<file path="src/rtl/spi_master_arbiter_pkg.sv">
// rtl/spi_master_arbiter_pkg.sv - state encoding and constant helpers for the SPI master arbiter
package spi_master_arbiter_pkg;

  typedef enum logic [2:0] {
    IDLE    = 3'd0,
    SETUP   = 3'd1,
    XFER    = 3'd2,
    RELEASE = 3'd3,
    HOLD    = 3'd4,
    GAP     = 3'd5
  } state_e;

  function automatic int max3(input int a, input int b, input int c);
    int m;
    m = (a > b) ? a : b;
    return (m > c) ? m : c;
  endfunction

endpackage

</file>
<file path="src/rtl/spi_master_arbiter_rr_arbiter.sv">
// rtl/spi_master_arbiter_rr_arbiter.sv - round-robin pointer with find-first search starting after the last grant
module rr_arbiter #(
  parameter int  N  = 4,
  localparam int IW = $clog2(N)
) (
  input  logic          clk,
  input  logic          rst,
  input  logic [N-1:0]  req,
  input  logic          advance,
  output logic [IW-1:0] grant_idx,
  output logic          grant_valid
);

  logic [IW-1:0] last_q, last_d;
  logic [IW-1:0] idx;

  // Walk from the farthest slot back to last+1 so the nearest requester wins.
  always_comb begin
    grant_valid = 1'b0;
    grant_idx   = '0;
    idx         = '0;
    for (int i = N; i >= 1; i--) begin
      idx = IW'((int'(last_q) + i) % N);
      if (req[idx]) begin
        grant_valid = 1'b1;
        grant_idx   = idx;
      end
    end
    last_d = (advance && grant_valid) ? grant_idx : last_q;
  end

  always_ff @(posedge clk) begin
    if (rst) begin
      last_q <= IW'(N - 1);
    end else begin
      last_q <= last_d;
    end
  end

endmodule

</file>
<file path="src/rtl/spi_master_arbiter.sv">
// rtl/spi_master_arbiter.sv - shares one spi_master between N clients with chip-select setup/hold/gap framing
module spi_master_arbiter
  import spi_master_arbiter_pkg::*;
#(
  parameter int N_CLIENTS = 4,
  parameter int DW        = 32,
  parameter int CS_SETUP  = 4,
  parameter int CS_HOLD   = 4,
  parameter int CS_GAP    = 2
) (
  input  logic                  clk,
  input  logic                  rst,
  input  logic [N_CLIENTS-1:0]  c_wr_req,
  input  logic [N_CLIENTS-1:0]  c_rd_req,
  input  logic [N_CLIENTS*DW-1:0] c_wr_data,
  output logic [N_CLIENTS-1:0]  c_ack,
  output logic [DW-1:0]         c_rd_data,
  output logic                  m_wr_req,
  output logic                  m_rd_req,
  output logic [DW-1:0]         m_wr_data,
  input  logic [DW-1:0]         m_rd_data,
  input  logic                  m_ack,
  output logic [N_CLIENTS-1:0]  cs_n,
  output logic                  busy
);

  localparam int IW = $clog2(N_CLIENTS);
  localparam int CW = $clog2(max3(CS_SETUP, CS_HOLD, CS_GAP) + 1);
  localparam logic [CW-1:0] SETUP_LD = CW'((CS_SETUP > 0) ? CS_SETUP - 1 : 0);
  localparam logic [CW-1:0] HOLD_LD  = CW'((CS_HOLD > 0) ? CS_HOLD - 1 : 0);
  localparam logic [CW-1:0] GAP_LD   = CW'(CS_GAP - 1);

  state_e                 state_q, state_d;
  logic [CW-1:0]          cnt_q, cnt_d;
  logic [IW-1:0]          g_q, g_d;
  logic                   op_wr_q, op_wr_d, op_rd_q, op_rd_d;
  logic [N_CLIENTS-1:0]   cs_n_q, cs_n_d;
  logic                   m_wr_req_q, m_wr_req_d, m_rd_req_q, m_rd_req_d;
  logic [DW-1:0]          m_wr_data_q, m_wr_data_d;
  logic [N_CLIENTS-1:0]   c_ack_q, c_ack_d;
  logic [DW-1:0]          c_rd_data_q, c_rd_data_d;

  logic                   advance, grant_valid;
  logic [IW-1:0]          grant_idx;
  logic [DW-1:0]          wr_data_arr [N_CLIENTS];

  for (genvar i = 0; i < N_CLIENTS; i++) begin : g_slice
    assign wr_data_arr[i] = c_wr_data[i*DW +: DW];
  end

  rr_arbiter #(.N(N_CLIENTS)) u_rr (
    .clk         (clk),
    .rst         (rst),
    .req         (c_wr_req | c_rd_req),
    .advance     (advance),
    .grant_idx   (grant_idx),
    .grant_valid (grant_valid)
  );

  always_comb begin
    state_d     = state_q;
    cnt_d       = cnt_q;
    g_d         = g_q;
    op_wr_d     = op_wr_q;
    op_rd_d     = op_rd_q;
    cs_n_d      = cs_n_q;
    m_wr_req_d  = m_wr_req_q;
    m_rd_req_d  = m_rd_req_q;
    m_wr_data_d = m_wr_data_q;
    c_ack_d     = c_ack_q;
    c_rd_data_d = c_rd_data_q;
    advance     = 1'b0;
    case (state_q)
      IDLE: begin
        if (grant_valid) begin
          advance            = 1'b1;
          g_d                = grant_idx;
          op_wr_d            = c_wr_req[grant_idx];
          op_rd_d            = c_rd_req[grant_idx];
          m_wr_data_d        = wr_data_arr[grant_idx];
          cs_n_d             = '1;
          cs_n_d[grant_idx]  = 1'b0;
          if (CS_SETUP == 0) begin
            state_d    = XFER;
            m_wr_req_d = c_wr_req[grant_idx];
            m_rd_req_d = c_rd_req[grant_idx];
          end else begin
            state_d = SETUP;
            cnt_d   = SETUP_LD;
          end
        end
      end
      SETUP: begin
        if (cnt_q == '0) begin
          state_d    = XFER;
          m_wr_req_d = op_wr_q;
          m_rd_req_d = op_rd_q;
        end else begin
          cnt_d = cnt_q - CW'(1);
        end
      end
      XFER: begin
        if (m_ack) begin
          m_wr_req_d   = 1'b0;
          m_rd_req_d   = 1'b0;
          c_rd_data_d  = m_rd_data;
          c_ack_d[g_q] = 1'b1;
          state_d      = RELEASE;
        end
      end
      RELEASE: begin
        // Both sides must let go: the client its request, spi_master its ack.
        if (!c_wr_req[g_q] && !c_rd_req[g_q] && !m_ack) begin
          c_ack_d = '0;
          if (CS_HOLD == 0) begin
            cs_n_d  = '1;
            state_d = GAP;
            cnt_d   = GAP_LD;
          end else begin
            state_d = HOLD;
            cnt_d   = HOLD_LD;
          end
        end
      end
      HOLD: begin
        if (cnt_q == '0) begin
          cs_n_d  = '1;
          state_d = GAP;
          cnt_d   = GAP_LD;
        end else begin
          cnt_d = cnt_q - CW'(1);
        end
      end
      GAP: begin
        if (cnt_q == '0) begin
          state_d = IDLE;
        end else begin
          cnt_d = cnt_q - CW'(1);
        end
      end
      default: state_d = IDLE;
    endcase
  end

  always_ff @(posedge clk) begin
    if (rst) begin
      state_q     <= IDLE;
      cnt_q       <= '0;
      g_q         <= '0;
      op_wr_q     <= 1'b0;
      op_rd_q     <= 1'b0;
      cs_n_q      <= '1;
      m_wr_req_q  <= 1'b0;
      m_rd_req_q  <= 1'b0;
      m_wr_data_q <= '0;
      c_ack_q     <= '0;
      c_rd_data_q <= '0;
    end else begin
      state_q     <= state_d;
      cnt_q       <= cnt_d;
      g_q         <= g_d;
      op_wr_q     <= op_wr_d;
      op_rd_q     <= op_rd_d;
      cs_n_q      <= cs_n_d;
      m_wr_req_q  <= m_wr_req_d;
      m_rd_req_q  <= m_rd_req_d;
      m_wr_data_q <= m_wr_data_d;
      c_ack_q     <= c_ack_d;
      c_rd_data_q <= c_rd_data_d;
    end
  end

  assign cs_n      = cs_n_q;
  assign m_wr_req  = m_wr_req_q;
  assign m_rd_req  = m_rd_req_q;
  assign m_wr_data = m_wr_data_q;
  assign c_ack     = c_ack_q;
  assign c_rd_data = c_rd_data_q;
  assign busy      = (state_q != IDLE);

endmodule

</file>
<file path="config.mk">
export PLATFORM = sky130hd
export DESIGN_NAME = spi_master_arbiter
export DESIGN_NICKNAME = d
export VERILOG_FILES = /design/src/rtl/spi_master_arbiter_pkg.sv /design/src/rtl/spi_master_arbiter_rr_arbiter.sv /design/src/rtl/spi_master_arbiter.sv
export SDC_FILE = /design/constraint.sdc
export NUM_CORES = 1
export LEC_CHECK = 0
export BUFFER_PORTS_ARGS = -buffer_cell sky130_fd_sc_hd__buf_2
export CORE_MARGIN = 1
export CORE_UTILIZATION = 35
export CTS_BUF_LIST = sky130_fd_sc_hd__clkbuf_8 sky130_fd_sc_hd__clkbuf_16
export DETAILED_ROUTE_END_ITERATION = 12
export GPL_TIMING_DRIVEN = 0
export PLACE_DENSITY = 0.71
export RECOVER_POWER = 50
export SETUP_SLACK_MARGIN = 0.2
export SYNTH_ARGS = -nofsm -noshare
export SYNTH_HDL_FRONTEND = slang
export SYNTH_SLANG_ARGS = --single-unit
</file>
<file path="constraint.sdc">
create_clock -name clk -period 2.4 [get_ports clk]
set_clock_uncertainty 0.05 [all_clocks]
set_input_delay 0 -clock clk [delete_from_list [all_inputs] [get_ports clk]]
set_output_delay 0 -clock clk [all_outputs]
set_load 0.05 [all_outputs]
</file>
-- Yosys cells after proc, flatten, opt, wreduce, memory -nomap -nowiden
Cells that the tools add are included.
- bits in registers: 86
- input port bits: 171
- output and inout bits: 75
- logic and storage cells: 121
- add/sub/neg operators: 5
- magnitude comparators: 9
- equality and inequality tests: 12
- muxes and demuxes: 56
- bitwise operators: 4
- reductions and logical operators: 23
- operators by type and width (operator ; count):
    binary-select mux 32 bit (select 2 bit) ; 1
    2-to-1 mux 32 bit ; 2
    2-to-1 mux 3 bit ; 10
    2-to-1 mux 1 bit ; 19
    < comparator 2 x 3 -> 1 bit, second input constant ; 6
    one-hot mux 3 bit (6 select lines) ; 1
    binary-select mux 1 bit (select 2 bit) ; 8
    2-to-1 mux 4 bit ; 4
    one-hot mux 4 bit (2 select lines) ; 2
    inequality test 2 bit, second input constant ; 7
    one-hot mux 3 bit (4 select lines) ; 1
    AND reduction 3 bit ; 3
    2-to-1 mux 2 bit ; 4
    bitwise OR 4 bit ; 2
    == test 3 x 2 -> 1 bit, second input constant ; 2
    == test 3 bit, second input constant ; 2
    logical NOT 3 bit ; 2
    AND reduction 6 bit ; 1
    nonzero test 2 bit ; 3
    logical AND 1 bit ; 5
    adder 2 x 1 -> 2 bit, second input constant ; 2
    adder 2 bit, second input constant ; 2
    demux 1 bit (select 2 bit) ; 2
    greater-or-equal comparator 2 x 1 -> 1 bit, second input constant ; 2
    12 further kinds ; 16

-- Depth between registers and ports, before layout
- depth in word-level cells: 14
- depth in mapped cells: 10
- mapped depth without buffers: 8

-- Cells and area by module
Synthesis repeated with hierarchy kept, for this count alone.
- cell total of the unflattened synthesis: 466
- area total of the unflattened synthesis: 4294.1 um^2
- by module, submodules not included (module ; instances ; cells each ; area each (um^2)):
    spi_master_arbiter ; 1 ; 444 ; 4108.9
    rr_arbiter ; 1 ; 22 ; 185.2

-- Worst setup path before layout
No wires, ideal clock.
- path type: reg-to-reg
- start point: register state_q[1]
- end point: register m_wr_data_q[0] (netlist: m_wr_data[0])
- setup time: 129 ps
- data arrival time: 1723 ps
- data required time: 2221 ps
- path slack: 498 ps
- stages on the path, launching flop included: 9
- clock period less this slack: 1902 ps
- cells stage by stage: dfxtp_1 buf_2 or3_1 buf_2 a211oi_2 o21ai_2 buf_2 a21oi_2 a221oi_2
- word-level cells in the longest chain between the ends: 2
- ends and longest elaborated chain (element ; line ; source):
    from (decl) ; spi_master_arbiter.sv:33 ; state_e state_q, state_d;
    from (signal assigned) ; spi_master_arbiter.sv:159 ; state_q <= state_d;
    logical NOT 3 bit ; spi_master_arbiter.sv:73 ; case (state_q)
    AND reduction 2 bit (no line) ; n/a ;
    to (signal assigned) ; spi_master_arbiter.sv:167 ; m_wr_data_q <= m_wr_data_d;
    to (decl) ; spi_master_arbiter.sv:39 ; logic [DW-1:0] m_wr_data_q, m_wr_data_d;
No other way between the ends.
A chain may end at the register's enable or synchronous reset.

-- Worst setup path in the final report
- start point: register u_rr.last_q[1]
- end point: register m_wr_data_q[1] (netlist: m_wr_data[1])
- word-level cells in the longest chain between the ends: 11
- elaborated cells on any way between the ends: 25
- those cells by class: 4 x add/sub; 19 x mux; 1 x bitwise; 1 x reduce/logical
- ends and longest elaborated chain (element ; line ; source):
    from (decl) ; spi_master_arbiter_rr_arbiter.sv:14 ; logic [IW-1:0] last_q, last_d;
    from (signal assigned) ; spi_master_arbiter_rr_arbiter.sv:34 ; last_q <= IW'(N - 1);
    from (signal assigned) ; spi_master_arbiter_rr_arbiter.sv:36 ; last_q <= last_d;
    adder 2 x 1 -> 2 bit ; spi_master_arbiter_rr_arbiter.sv:23 ; idx = IW'((int'(last_q) + i) % N);
    binary-select mux 1 bit (select 2 bit) ; spi_master_arbiter_rr_arbiter.sv:24 ; if (req[idx]) begin
    2-to-1 mux 1 bit (implied by the code) ; spi_master_arbiter_rr_arbiter.sv:24 ;
    2-to-1 mux 2 bit (4 in a row) ; spi_master_arbiter_rr_arbiter.sv:24 ;
    NOT 2 -> 3 bit (implied by the code) ; spi_master_arbiter.sv:80 ; m_wr_data_d = wr_data_arr[grant_idx];
    binary-select mux 32 bit (select 2 bit) ; spi_master_arbiter.sv:80 ;
    2-to-1 mux 32 bit (implied by the code) (2 in a row) ; spi_master_arbiter.sv:80 ;
Parallel ways exist; a longest one is shown, timed or not. The select of a mux whose other input is x is not followed.

==> results.toml <==
[outcome]
outcome = "complete, but fails checks"
failing_checks = "DRC"

[worst_setup_path]
crit_end = "m_wr_data[1]"
worst_path_cell_trace = "buf_4, o21bai_2, a21oi_2, a21oi_4, nand2_2, clkbuf_1, nand2_1, a221oi_2"
crit_path_cell_count = 8
timing.rr.end = "m_wr_data[1]"
critical-path-slowest-cell = "sky130_fd_sc_hd__clkbuf_1"
cp_slowest_stage_delay_ps = 410
r2r_setup_slack_ps = 300
ff2ff_path_depth = 8
path_delay_family = "compound AO/OA/AOI/OAI gates"
path_class = "reg -> reg"
count_of_buffer_and_inverter_cells_on_the_critical_path = 2
crit_start = "u_rr.last_q[1]"
worst_setup_path_start_kind = "flop"
cp_data_required_time_ps = 2610
worst_r2r_startpoint = "u_rr.last_q[1]"
worstSetupEndpointType = "flop"
worst-path-max-fanout = 10
worst_ep_arrival_time_ps = 2300

[timing]
final.min_clock_period_ps = 2096
final.setup.tns_ps = 0
finalMaxSlewViolations = 0
tightestPinTransition_ps = 665.7
setup_viol = 0
rsz0062_at_grt = "yes"
hold_viol_final = 0
maxSlewHeadroom = 0.5581
max_freq_mhz = 477.1
final.period_utilization = 0.8733
post_layout_worst_setup_margin_ps = 304.0

[clock_tree]
cts_buffer_depth = 2
postCtsSetupRepairBufs = 0
numCtsBuffers = 9
h-tree-depth = 3
clockRootBuffer = "sky130_fd_sc_hd__clkbuf_16"
later_pin_clock_latency_in_the_skew_report_ps = 340
numClockSinks = 86
tritoncts_clock_tree = "built"
clkTransAtPathRegs_ps = 70

[placement]
routabilityCongestion = 0.8645
dpl_wire_length_mm = 11.19
pre_cts_setup_slack_ps = 320.2
port_buffers = 244

[routing]
drt-wirelength-per-cell_um = 17.21
top_signal_layer_used = "met4"
met3RoutedLength_mm = 1.049
drt_iter0_drc = 359
via_count_of_the_routed_design = 5649
route.met2.wl_mm = 9.294
drt_pre_antenna_iters = 9
detail_route.wirelength.met1_mm = 7.242
via_cell_ratio = 5.206
totalWireLength_mm = 18.67
drc_errors = 5
ant_nets = 0

[synthesis]
async_reset_ff_frac = 0
synthesized_netlist_net_count = 687
synth-seq-cells = 86
synth_top_flop_cell = "sky130_fd_sc_hd__dfxtp_1"
netlist_area_before_placement_um2 = 4516
postSynthAreaPerCell_um2 = 8.785
synth_edf_count = 0
synth-seq-area-share = 0.3813
synth_warnings = 0
synthDistinctLibCells = 54
syn-instance-count = 514

[final_layout]
nets = 1081
layout.cells.most_common = "sky130_fd_sc_hd__buf_2"
fill_cells = 1119
antenna_cells = 0
layout.cells.most_common_list = "sky130_fd_sc_hd__buf_2 (181), sky130_fd_sc_hd__dlygate4sd3_1 (139), sky130_fd_sc_hd__nand2_1 (107)"
syn2layout_area_growth_pct = 66.75
final_layout_size_suffix_gt1_frac = 0.2913

[global_routing]
global_route_wire_length_before_repair_mm = 28.46
antenna_violations_before_repair = 0
sum_of_overflow_across_all_layers_after_global_routing = 0
grt_max_degree = 16
grt_pass1_vias = 5717
grt.total_usage = 0.2789

[power]
power_density_nw_per_um2 = 1092
total_power_uw = 8221
worst_ir_drop_vdd_mv = 0.7804
power_leakage_uw = 0.003213

[floorplanning]
fp.dieH_um = 115.6
core_region_area_um2 = 12620
fp.dieArea_um2 = 13360
die_width_um = 115.6
initial_cell_density_of_the_core = 0.3578
rows = 41
ioPinCount = 246

[worst_hold_path]
hold_path_class = "in -> reg"
min_delay_path_depth = 4

[run]
cap_violations = 0
==> synth_stat cells, drive strengths merged (2+ instances only) <==
cell,n,area (um^2)
buf,22,166.4
or2,3,18.77
clkbuf,20,75.07
a2111o,2,22.52
o22ai,5,31.28
o21ai,9,48.80
dfxtp,86,1722
o21bai,34,259.0
nand2b,7,43.79
a21oi,82,504.2
nor2,23,98.84
nor3,5,25.02
a31oi,4,40.04
o221ai,2,23.77
nand2,108,407.9
a21o,2,15.01
nand3b,3,22.52
ha,2,25.02
nor2b,2,12.51
inv,8,30.03
a221oi,32,411.6
mux2i,33,330.3
a211oi,2,20.02
nand3,5,25.02
==> stage by stage <==
step / instances / hold WS, ps / util / instance area [um^2]
detailed placement: 930 / 196.1 / 0.4716 / 5952
finish: 1085 / 10.44 / 0.5967 / 7530
CTS: 1085 / 0.1321 / 0.6037 / 7619
global route: 1085 / 10.71 / 0.5967 / 7530
global placement: 930 / 192.7 / 0.4716 / 5952
floorplan: 514 / 86.00 / - / 4516
==> layer usage <==
layer,vias up,GRT usage
met3,87,0.07165
met1,2654,0.3100
met5,-,0
met4,0,0.1697
met2,272,0.4790
li1,2636,-
==> power breakdown <==
part | total [uW] | switching (uW) | leakage [uW] | internal (uW)
clock | 1320 | 614 | 0.000121 | 701
sequential | 2120 | 263 | 0.000706 | 1860
combinational | 4790 | 3300 | 0.00239 | 1480
total | 8220 | 4180 | 0.00321 | 4040
==> final cells by class <==
| cell class | instances | area, um^2 | area share |
|---|---|---|---|
| Inverter | 8 | 30.03 | 0.003988 |
| Multi-Input combinational cell | 378 | 2526 | 0.3355 |
| Sequential cell | 86 | 1722 | 0.2286 |
| Tap cell | 172 | 215.2 | 0.02858 |
| Clock inverter | 7 | 50.05 | 0.006647 |
| Buffer | 42 | 242.7 | 0.03224 |
| Timing Repair Buffer | 383 | 2519 | 0.3345 |
| Clock buffer | 9 | 225.2 | 0.02991 |
==> cell families after synthesis <==
family	after synthesis	synth area share
adders and majority gates	3	0.007758
xor gates and xnor gates	1	0.001940
DFF	86	0.3813
and+or+nand+nor	161	0.1560
muxes	34	0.07814
AOI/OAI and AO/OA	179	0.3148
buffers and inverters	50	0.06013
==> tightest hold or removal path, delay by kind of cell <==
kind | cells | cell delay (ps)
AO/OA/AOI/OAI | 2 | 160
buffers and inverters | 1 | 130
AND/OR/NAND/NOR | 1 | 60
==> worst min-delay path by stage <==
stage                   start       endpoint  slack, ps
6_report          c_wr_req[0]        op_wr_q         10
5_1_grt        c_wr_data[112]  m_wr_data[16]         10
4_1_cts           c_wr_req[0]        op_wr_q        0.1
3_5_place_dp     m_rd_data[0]   c_rd_data[0]        200
3_3_place_gp    m_rd_data[30]  c_rd_data[30]        190
2_1_floorplan    m_rd_data[0]   c_rd_data[0]         90
==> sequential cells by signal, summed over array words and instances (netlist names) <==
register / cells
c_ack: 4
c_rd_data: 32
cnt_q: 3
cs_n: 4
g_q: 2
m_rd_req: 1
m_wr_data: 32
m_wr_req: 1
op_rd_q: 1
op_wr_q: 1
state_q: 3
u_rr.last_q: 2
==> timing repair <==
item | CTS | global route
hold endpoints to repair | 67 | 0
hold buffers | 139 | 0
resized for setup | 0 | 3
endpoints found under the setup margin | 0 | 26
No activity file was read; power rests on OpenSTA's default activity.
